### config.mk
export PLATFORM = sky130hd
export DESIGN_NAME = actfunc_pla_pipe_flat
export DESIGN_NICKNAME = d
export VERILOG_FILES = /design/src/rtl/actfunc_pla_pipe_if.sv /design/src/rtl/actfunc_pla_pipe.sv /design/src/flat_wrapper.sv
export SDC_FILE = /design/constraint.sdc
export NUM_CORES = 2
export LEC_CHECK = 0
export CORE_UTILIZATION = 60
export DETAILED_ROUTE_END_ITERATION = 8
export PLACE_DENSITY = 0.84
export SLEW_MARGIN = 40
export SYNTH_ARGS = -nofsm -noshare
export SYNTH_HDL_FRONTEND = slang
export SYNTH_SLANG_ARGS = --single-unit
### constraint.sdc
create_clock -name clk -period 9 [get_ports clk]
set_input_delay 1.8 -clock clk [delete_from_list [all_inputs] [get_ports clk]]
set_output_delay 1.8 -clock clk [all_outputs]
set_load 0.05 [all_outputs]
### src/rtl/actfunc_pla_pipe_if.sv
// Stream and coefficient-table bus for actfunc_pla_pipe: sample in, result out,
// and the per-segment slope/intercept write port.
interface actfunc_pla_pipe_if #(
   parameter int DATA_W = 16,
   parameter int ADDR_W = 4
);
   logic              in_valid;
   logic              in_ready;
   logic [DATA_W-1:0] x;
   logic              hi_mode;
   logic              out_valid;
   logic              out_ready;
   logic [DATA_W-1:0] y;
   logic              cfg_we;
   logic [ADDR_W-1:0] cfg_addr;
   logic [DATA_W-1:0] cfg_slope;
   logic [DATA_W-1:0] cfg_icpt;

   modport master (
      output in_valid, x, hi_mode, out_ready, cfg_we, cfg_addr, cfg_slope, cfg_icpt,
      input  in_ready, out_valid, y
   );

   modport slave (
      input  in_valid, x, hi_mode, out_ready, cfg_we, cfg_addr, cfg_slope, cfg_icpt,
      output in_ready, out_valid, y
   );
endinterface

### src/rtl/actfunc_pla_pipe.sv
// Three-stage piecewise-linear activation unit with programmable slope/intercept table.
// Define ACTFUNC_PLA_SAT_CNT_EN to add the sat_cnt clipped-result counter output.
module actfunc_pla_pipe #(
   parameter int DATA_W     = 16,
   parameter int FRAC_W     = 8,
   parameter int SEG_N      = 16,
   parameter int SEG_W_LOG2 = 8,
   parameter int X_LO       = -2048
) (
   input  logic               clk,
   input  logic               rst,
   actfunc_pla_pipe_if.slave  bus
`ifdef ACTFUNC_PLA_SAT_CNT_EN
   ,
   output logic [15:0]        sat_cnt
`endif
);
   localparam int ADDR_W = $clog2(SEG_N);
   localparam int PROD_W = 2 * DATA_W;
   localparam int SUM_W  = 2 * DATA_W + 2;

   localparam logic signed [DATA_W:0]    X_LO_EXT = (DATA_W+1)'(X_LO);
   localparam logic        [DATA_W:0]    RANGE_U  = (DATA_W+1)'(SEG_N << SEG_W_LOG2);
   localparam logic        [DATA_W-1:0]  ONE_Y    = {{(DATA_W-1){1'b0}}, 1'b1} << FRAC_W;
   localparam logic signed [SUM_W-1:0]   RND      = {{(SUM_W-1){1'b0}}, 1'b1} << (FRAC_W-1);

   typedef enum logic [1:0] {
      CLS_IN = 2'd0,
      CLS_LO = 2'd1,
      CLS_HI = 2'd2
   } cls_t;

   function automatic logic fits_fn(input logic signed [SUM_W-1:0] v);
      return (&v[SUM_W-1:DATA_W-1]) || !(|v[SUM_W-1:DATA_W-1]);
   endfunction

   function automatic logic [DATA_W-1:0] sat_fn(input logic signed [SUM_W-1:0] v);
      logic [DATA_W-1:0] res;
      if (fits_fn(v)) begin
         res = v[DATA_W-1:0];
      end else if (v[SUM_W-1]) begin
         res = {1'b1, {(DATA_W-1){1'b0}}};
      end else begin
         res = {1'b0, {(DATA_W-1){1'b1}}};
      end
      return res;
   endfunction

   logic signed [DATA_W-1:0] slope_r [SEG_N];
   logic signed [DATA_W-1:0] icpt_r  [SEG_N];

   logic                     en_s;
   logic signed [DATA_W:0]   d_s;
   cls_t                     cls_s;
   logic [ADDR_W-1:0]        idx_s;

   logic                     s1_vld_r;
   logic signed [DATA_W-1:0] s1_x_r;
   cls_t                     s1_cls_r;
   logic                     s1_hi_r;
   logic signed [DATA_W-1:0] s1_slope_r;
   logic signed [DATA_W-1:0] s1_icpt_r;

   logic                     s2_vld_r;
   logic signed [DATA_W-1:0] s2_x_r;
   cls_t                     s2_cls_r;
   logic                     s2_hi_r;
   logic signed [DATA_W-1:0] s2_icpt_r;
   logic signed [PROD_W-1:0] s2_p_r;

   logic signed [SUM_W-1:0]  r_s;
   logic [DATA_W-1:0]        y_nxt_s;
   logic                     out_valid_r;
   logic [DATA_W-1:0]        y_r;

   assign en_s          = !out_valid_r || bus.out_ready;
   assign bus.in_ready  = en_s;
   assign bus.out_valid = out_valid_r;
   assign bus.y         = y_r;

   assign d_s   = $signed({bus.x[DATA_W-1], bus.x}) - X_LO_EXT;
   assign idx_s = d_s[SEG_W_LOG2 +: ADDR_W];

   // S1 range classification of the incoming sample
   always_comb begin
      cls_s = CLS_IN;
      if (d_s[DATA_W]) begin
         cls_s = CLS_LO;
      end else if ($unsigned(d_s) >= RANGE_U) begin
         cls_s = CLS_HI;
      end else begin
         cls_s = CLS_IN;
      end
   end

   // Coefficient table; writes land regardless of stall, S1 reads see pre-write values
   always_ff @(posedge clk) begin
      if (rst) begin
         for (int i = 0; i < SEG_N; i++) begin
            slope_r[i] <= {DATA_W{1'b0}};
            icpt_r[i]  <= {DATA_W{1'b0}};
         end
      end else if (bus.cfg_we) begin
         slope_r[bus.cfg_addr] <= bus.cfg_slope;
         icpt_r[bus.cfg_addr]  <= bus.cfg_icpt;
      end
   end

   // Product rounding (half toward +inf) happens before the intercept is added
   assign r_s = ((SUM_W'(s2_p_r) + RND) >>> FRAC_W) + SUM_W'(s2_icpt_r);

   // S3 result selection by class
   always_comb begin
      y_nxt_s = {DATA_W{1'b0}};
      case (s2_cls_r)
         CLS_IN:  y_nxt_s = sat_fn(r_s);
         CLS_LO:  y_nxt_s = {DATA_W{1'b0}};
         CLS_HI: begin
            if (s2_hi_r) begin
               y_nxt_s = ONE_Y;
            end else begin
               y_nxt_s = s2_x_r;
            end
         end
         default: y_nxt_s = {DATA_W{1'b0}};
      endcase
   end

   // Pipeline stages; everything advances together on en_s and freezes otherwise
   always_ff @(posedge clk) begin
      if (rst) begin
         s1_vld_r    <= 1'b0;
         s1_x_r      <= {DATA_W{1'b0}};
         s1_cls_r    <= CLS_IN;
         s1_hi_r     <= 1'b0;
         s1_slope_r  <= {DATA_W{1'b0}};
         s1_icpt_r   <= {DATA_W{1'b0}};
         s2_vld_r    <= 1'b0;
         s2_x_r      <= {DATA_W{1'b0}};
         s2_cls_r    <= CLS_IN;
         s2_hi_r     <= 1'b0;
         s2_icpt_r   <= {DATA_W{1'b0}};
         s2_p_r      <= {PROD_W{1'b0}};
         out_valid_r <= 1'b0;
         y_r         <= {DATA_W{1'b0}};
      end else if (en_s) begin
         s1_vld_r    <= bus.in_valid;
         s1_x_r      <= bus.x;
         s1_cls_r    <= cls_s;
         s1_hi_r     <= bus.hi_mode;
         s1_slope_r  <= slope_r[idx_s];
         s1_icpt_r   <= icpt_r[idx_s];
         s2_vld_r    <= s1_vld_r;
         s2_x_r      <= s1_x_r;
         s2_cls_r    <= s1_cls_r;
         s2_hi_r     <= s1_hi_r;
         s2_icpt_r   <= s1_icpt_r;
         s2_p_r      <= PROD_W'(s1_slope_r) * PROD_W'(s1_x_r);
         out_valid_r <= s2_vld_r;
         y_r         <= y_nxt_s;
      end
   end

`ifdef ACTFUNC_PLA_SAT_CNT_EN
   logic        s3_clip_r;
   logic [15:0] sat_cnt_r;

   assign sat_cnt = sat_cnt_r;

   // Clip flag travels with the S3 result; counter saturates at all-ones
   always_ff @(posedge clk) begin
      if (rst) begin
         s3_clip_r <= 1'b0;
         sat_cnt_r <= 16'h0000;
      end else begin
         if (en_s) begin
            s3_clip_r <= s2_vld_r && (s2_cls_r == CLS_IN) && !fits_fn(r_s);
         end else begin
            s3_clip_r <= s3_clip_r;
         end
         if (out_valid_r && bus.out_ready && s3_clip_r && (sat_cnt_r != 16'hFFFF)) begin
            sat_cnt_r <= sat_cnt_r + 16'd1;
         end else begin
            sat_cnt_r <= sat_cnt_r;
         end
      end
   end
`endif

endmodule

### src/flat_wrapper.sv
// flat-port wrapper written by rule: the top's interface ports become plain ports
module actfunc_pla_pipe_flat 
#(
   parameter int DATA_W     = 16,
   parameter int FRAC_W     = 8,
   parameter int SEG_N      = 16,
   parameter int SEG_W_LOG2 = 8,
   parameter int X_LO       = -2048
)
  (clk, rst, bus_in_valid, bus_x, bus_hi_mode, bus_out_ready, bus_cfg_we, bus_cfg_addr, bus_cfg_slope, bus_cfg_icpt, bus_in_ready, bus_out_valid, bus_y);
  actfunc_pla_pipe_if #(.DATA_W(DATA_W), .ADDR_W(4)) bus_i ();
  input  logic clk;
  input  logic rst;
  input wire logic [$bits(bus_i.in_valid)-1:0] bus_in_valid;
  input wire logic [$bits(bus_i.x)-1:0] bus_x;
  input wire logic [$bits(bus_i.hi_mode)-1:0] bus_hi_mode;
  input wire logic [$bits(bus_i.out_ready)-1:0] bus_out_ready;
  input wire logic [$bits(bus_i.cfg_we)-1:0] bus_cfg_we;
  input wire logic [$bits(bus_i.cfg_addr)-1:0] bus_cfg_addr;
  input wire logic [$bits(bus_i.cfg_slope)-1:0] bus_cfg_slope;
  input wire logic [$bits(bus_i.cfg_icpt)-1:0] bus_cfg_icpt;
  output wire logic [$bits(bus_i.in_ready)-1:0] bus_in_ready;
  output wire logic [$bits(bus_i.out_valid)-1:0] bus_out_valid;
  output wire logic [$bits(bus_i.y)-1:0] bus_y;
  assign bus_i.in_valid = bus_in_valid;
  assign bus_i.x = bus_x;
  assign bus_i.hi_mode = bus_hi_mode;
  assign bus_i.out_ready = bus_out_ready;
  assign bus_i.cfg_we = bus_cfg_we;
  assign bus_i.cfg_addr = bus_cfg_addr;
  assign bus_i.cfg_slope = bus_cfg_slope;
  assign bus_i.cfg_icpt = bus_cfg_icpt;
  assign bus_in_ready = bus_i.in_ready;
  assign bus_out_valid = bus_i.out_valid;
  assign bus_y = bus_i.y;
  actfunc_pla_pipe #(.DATA_W(DATA_W), .FRAC_W(FRAC_W), .SEG_N(SEG_N), .SEG_W_LOG2(SEG_W_LOG2), .X_LO(X_LO)) u_core (.clk(clk), .rst(rst), .bus(bus_i));
endmodule
=== Word-level counts from Yosys, hierarchy flattened ===
Memory sizes are Yosys's and may differ from the RTL's. A register that Yosys moved wholly into a read port is not among the register bits.
Index checks and enable logic that the tools add are counted.
W data, S select, Z words.

* Register bits after elaboration: 105
* Bits in writable memories: 512
* Bits of input ports: 58
* Output and inout bits: 18
* Word-level logic and storage cells: 46
* Memories kept: 2

{| class="wikitable"
|+ Memory list
! name !! words !! width !! read ports !! clocked after Yosys merged registers in !! write ports !! RTL line !! RTL
|-
| u_core.icpt_r || 16 || 16 || 1 || 1 || 16 || actfunc_pla_pipe.sv:50 || <nowiki>logic signed [DATA_W-1:0] icpt_r [SEG_N];</nowiki>
|-
| u_core.slope_r || 16 || 16 || 1 || 1 || 16 || actfunc_pla_pipe.sv:49 || <nowiki>logic signed [DATA_W-1:0] slope_r [SEG_N];</nowiki>
|}

* Add/sub/neg operators: 3
* Multiply operators: 1
* Order comparisons: 1
* Equality and inequality tests: 1
* Mux-type cells: 17
* Reduce and logical (&&, ||, !) cells: 9

{| class="wikitable"
|+ Operator list
! operator !! number
|-
| $mux W16 || 5
|-
| $add A32 B9 Y33 const B || 1
|-
| $mul A16 B16 Y32 || 1
|-
| $pmux W16 S2 || 1
|-
| $reduce_or A16 Y1 || 2
|-
| $add A25 B16 Y26 || 1
|-
| $reduce_and A19 Y1 || 1
|-
| $reduce_or A19 Y1 || 1
|-
| $ge A17 B13 Y1 const B || 1
|-
| $sub A16 B12 Y17 const B || 1
|-
| $mux W4 || 2
|-
| $mux W1 || 7
|-
| $mux W2 || 2
|-
| $eq A2 B2 Y1 const B || 1
|-
| $logic_not A1 Y1 || 2
|-
| $logic_not A2 Y1 || 1
|-
| $logic_or A1 B1 Y1 || 2
|}

=== Logic depth before layout (Yosys ltp) ===
* Depth in word-level cells: 7
* Depth in mapped cells: 25

=== Least setup slack after synthesis ===
OpenSTA, ideal clock, no wires.

* Kind: reg-to-reg
* Start point: register u_core.s1_x_r[7]
* End point: register u_core.s2_p_r[31]
* Library setup time: 0.133 ns
* Data arrival time: 6.088 ns
* Data required time: 8.867 ns
* Setup slack: 2.778 ns
* Cell stages (with the launch flop): 26
* Buffers on the path: 2
* Cells stage by stage: dfxtp_1 clkbuf_1 clkbuf_1 nand2_1 fa_1 inv_1 fa_1 inv_1 fa_1 inv_1 fa_1 fa_1 inv_1 fa_1 inv_1 ha_1 a21oi_1 o21ai_0 a221o_1 a21oi_1 o21a_1 o21ai_0 a31o_2 a31oi_1 and4b_1 nor4_1

* Longest elaborated chain between the ends: 1

{| class="wikitable"
|+ RTL lines
! what !! RTL line !! RTL
|-
| from (decl) || actfunc_pla_pipe.sv:58 || <nowiki>logic signed [DATA_W-1:0] s1_x_r;</nowiki>
|-
| from (signal assigned) || actfunc_pla_pipe.sv:133 || <nowiki>s1_x_r <= {DATA_W{1'b0}};</nowiki>
|-
| from (signal assigned) || actfunc_pla_pipe.sv:148 || <nowiki>s1_x_r <= bus.x;</nowiki>
|-
| $mul A16 B16 Y32 || actfunc_pla_pipe.sv:158 || <nowiki>s2_p_r <= PROD_W'(s1_slope_r) * PROD_W'(s1_x_r);</nowiki>
|-
| to (signal assigned) || actfunc_pla_pipe.sv:143 || <nowiki>s2_p_r <= {PROD_W{1'b0}};</nowiki>
|-
| to (signal assigned) || actfunc_pla_pipe.sv:158 ||
|-
| to (decl) || actfunc_pla_pipe.sv:69 || <nowiki>logic signed [PROD_W-1:0] s2_p_r;</nowiki>
|}

Every way passes these cells.
A chain may end at the register's enable or synchronous reset.

=== Final worst setup path ===
* Start point: register u_core.s1_slope_r[11] (read register of u_core.slope_r)
* End point: register u_core.s2_p_r[31]

* Longest elaborated chain between the ends: 1

{| class="wikitable"
|+ RTL lines
! what !! RTL line !! RTL
|-
| from (decl) || actfunc_pla_pipe.sv:61 || <nowiki>logic signed [DATA_W-1:0] s1_slope_r;</nowiki>
|-
| $mul A16 B16 Y32 || actfunc_pla_pipe.sv:158 ||
|}

Every way passes these cells.

==> results.sh <==
export IMPL_wl_mm=99.43
export IMPL_synth_top_cell_area_share_pct=39.47
export IMPL_cts_buffer_depth=3
export IMPL_seq_area_frac_synth_pct=46.15
export IMPL_peakVddDrop_mv=0.2513
export IMPL_cts_buffers_inserted=66
export IMPL_grt_pass1_vias=26280
export IMPL_post_cts_buffers=0
export IMPL_drive_above_1_share_pct=11.09
export IMPL_grt_pass1_wl_mm=153.8
export IMPL_required_ns=9.48
export IMPL_syn2layout_area_growth_pct=9.417
export IMPL_cp_cell_sequence="nand2_1 -> fa_1 -> fa_1 -> fa_1 -> inv_1 -> fa_1 -> fa_1 -> inv_1 -> fa_1 -> inv_1 -> ha_1 -> a21o_1 -> a21oi_1 -> o22ai_1 -> a31oi_1 -> o21a_1 -> o21ai_0 -> a31o_2 -> a31oi_1 -> and4b_1 -> nor4_1"
export IMPL_cp_startpoint="u_core.s1_slope_r[11]"
export IMPL_cts_hold_buf=0
export IMPL_drt_wirelength_per_cell_um=24.12
export IMPL_rsz0062_at_grt="false"
export IMPL_hold_viol_final=0
export IMPL_period_share_pct=75.75
export IMPL_ff2ff_setup_slack_ns=2.18
export IMPL_ys_flop_type="edfxtp_1"
export IMPL_vias_per_cell=6.192
export IMPL_drc=0
export IMPL_clk_latency_ns=0.64
export IMPL_place_hpwl_mm=60.08
export IMPL_hp_class="register to register"
export IMPL_status="finished, final reports clean"
export IMPL_cts_sinks=642
export IMPL_gp_congestion=0.9356
export IMPL_yosys_warnings=0
export IMPL_arrival_ns=7.30
export IMPL_antenna_found_initial=5
export IMPL_min_period_ns=6.818
export IMPL_crit_slowest_cell="dfxtp_1"
export IMPL_grt_ovfl_total=0
export IMPL_syn_nets=3657
export IMPL_yosys_cell_types_count=83
export IMPL_synth_seq_cells=642
export IMPL_layout_common_cells="637 x and2_1, 512 x edfxtp_1, 376 x nand2_1"
export IMPL_worstPathMaxFanout=17
export IMPL_synth_enable_flop_cells=512
export IMPL_start_kind="register"
export IMPL_cts_resized=0
export IMPL_first_pass_iters=8
export IMPL_end_kind="register"
export IMPL_p_leak_nw=16.93
export IMPL_syn_avg_cell_area_um2=12.06
export IMPL_placementRows=93
export IMPL_die_y_um=256.8
export IMPL_synth_area_top_cells="edfxtp_1 39%, fa_1 13%, and2_1 10%, mux4_2 9.3%, dfxtp_1 6.7%"
export IMPL_cts_tree="built"
export IMPL_root_buffer="clkbuf_16"
export IMPL_tightest_slew_ns=0.8377
export IMPL_grt_max_degree=77
export IMPL_crit_type="register to register"
export IMPL_rr_endpoint="u_core.s2_p_r[31]"
export IMPL_layout_commonest_cell="and2_1"
export IMPL_fin_setup_tns_ns=0
export IMPL_final_util_pct=66.24
export IMPL_dieArea_um2=65950
export IMPL_fin_area_um2=42620
export IMPL_critPathCapture="u_core.s2_p_r[31]"
export IMPL_r2r_start="u_core.s1_slope_r[11]"
export IMPL_drv_slew=0
export IMPL_htreeDepth=3
export IMPL_netlist_area_um2=38950
export IMPL_ff2ff_path_depth=21
export IMPL_setup_viol=0
export IMPL_total_power_mw=9.124
export IMPL_synth_cells=3231
export IMPL_synth_top_cell_by_area="edfxtp_1"
export IMPL_crit_path_frequent_cell="fa_1"
export IMPL_design_core_area_um2=64350
export IMPL_die_x_um=256.8
export IMPL_clock_skew_ns=0.03545
export IMPL_worst_path_largest_cell_delay_ns=0.76
export IMPL_grtUsageTotal_pct=31.02
export IMPL_maxCapViolations=0
export IMPL_postPlaceCellArea_um2=40380
export IMPL_num_io_pins=76
export IMPL_drtIter0Drc=2821
export IMPL_max_freq_mhz=146.7
export IMPL_antenna_left=0
export IMPL_vias=25520
export IMPL_async_flop_share_pct=0
export IMPL_relSlewSlack_pct=44.15
export IMPL_io_buffers=75
export IMPL_power_density_nw_per_um2=214.1
export IMPL_fin_nets=3638
export IMPL_clk_pin_slew_worst_paths_ns=0.06
export IMPL_floorplan_initialDensity_pct=60.54
[sequential cells by signal, summed over array words and instances, names as in the netlist, 2 cells and up]
signal             flops
u_core.slope_r       256
u_core.s1_x_r         16
u_core.icpt_r        256
u_core.s2_icpt_r      16
u_core.s2_cls_r        2
u_core.s2_x_r         16
u_core.s1_icpt_r      16
u_core.s2_p_r         25
u_core.bus.y          16
u_core.s1_slope_r     16
u_core.s1_cls_r        2
[worst max-delay path: cells and delay by family (launching register included)]
kind | cells | cell delay, ns
flops | 1 | 0.76
fa+ha+maj | 7 | 3.42
simple gates | 3 | 0.47
compound gates | 8 | 1.83
buf+inv | 3 | 0.17
[cell families after synthesis]
| group | share of synthesized area [%] |
|---|---|
| compound gates | 5.014 |
| mux | 9.305 |
| flops | 46.15 |
| fa+ha+maj | 16.87 |
| buf+inv | 4.927 |
| simple gates | 16.21 |
| xor+xnor | 1.529 |
[worst min path at each step]
| stage | slack (ns) | endpoint | cells after the start | start |
|---|---|---|---|---|
| final | 0.45 | u_core.s2_x_r[10] | 2 | u_core.s2_x_r[10] |
| after global routing | 0.47 | u_core.s1_cls_r[1] | 2 | u_core.s1_cls_r[1] |
| after CTS | 0.45 | u_core.s2_x_r[10] | 2 | u_core.s2_x_r[10] |
| after detailed placement | 0.45 | u_core.s2_x_r[10] | 2 | u_core.s2_x_r[10] |
| after global placement | 0.44 | u_core.s1_icpt_r[10] | 2 | u_core.s1_icpt_r[10] |
| after floorplan | 0.43 | u_core.s2_x_r[1] | 2 | u_core.s2_x_r[1] |
[synth_stat cells, types with 21 or more instances]
library cell and number:
inv_1 304, and2_1 637, nand2_1 376, nand3_1 21, buf_1 21, a21oi_1 149, ha_1 106, dfxtp_1 130
clkbuf_1 181, nor2_1 70, a21o_1 22, mux4_2 160, fa_1 262, xnor2_1 47, edfxtp_1 512, xor2_1 21
[metrics by stage]
stage	setup slack (ns)	hold WS [ns]	instances
finish	2.182	0.4530	4122
global route	1.849	0.4687	4122
CTS	2.197	0.4518	4119
detailed placement	2.271	0.4452	3999
global placement	2.433	0.4399	3999
floorplan	2.778	0.4316	3231
[where the power goes]
| part | internal [mW] | switching [mW] |
|---|---|---|
| combinational | 1.14 | 1.54 |
| clock | 1.60 | 1.21 |
| sequential | 3.44 | 0.191 |
| total | 6.18 | 2.94 |
[area by class of cell]
class | instances | area [um^2]
Tap cell | 855 | 1070
Inverter | 305 | 1147
Sequential cell | 642 | 17980
Fill cell | 4428 | 21720
Timing Repair Buffer | 117 | 1074
Clock inverter | 36 | 489.2
Multi-Input combinational cell | 2080 | 19120
Clock buffer | 84 | 1740
Antenna cell | 3 | 7.507
[per-layer routing]
layer  up-vias  wire length [um]  track usage [%]
met5         -                19                0
met2      1571             49240            51.19
met1     12730             35500            39.96
li1      10890                 -                -
met4         2              4475            13.94
met3       336             10190            6.099
Note: power is estimated with default switching activity, not from simulation.
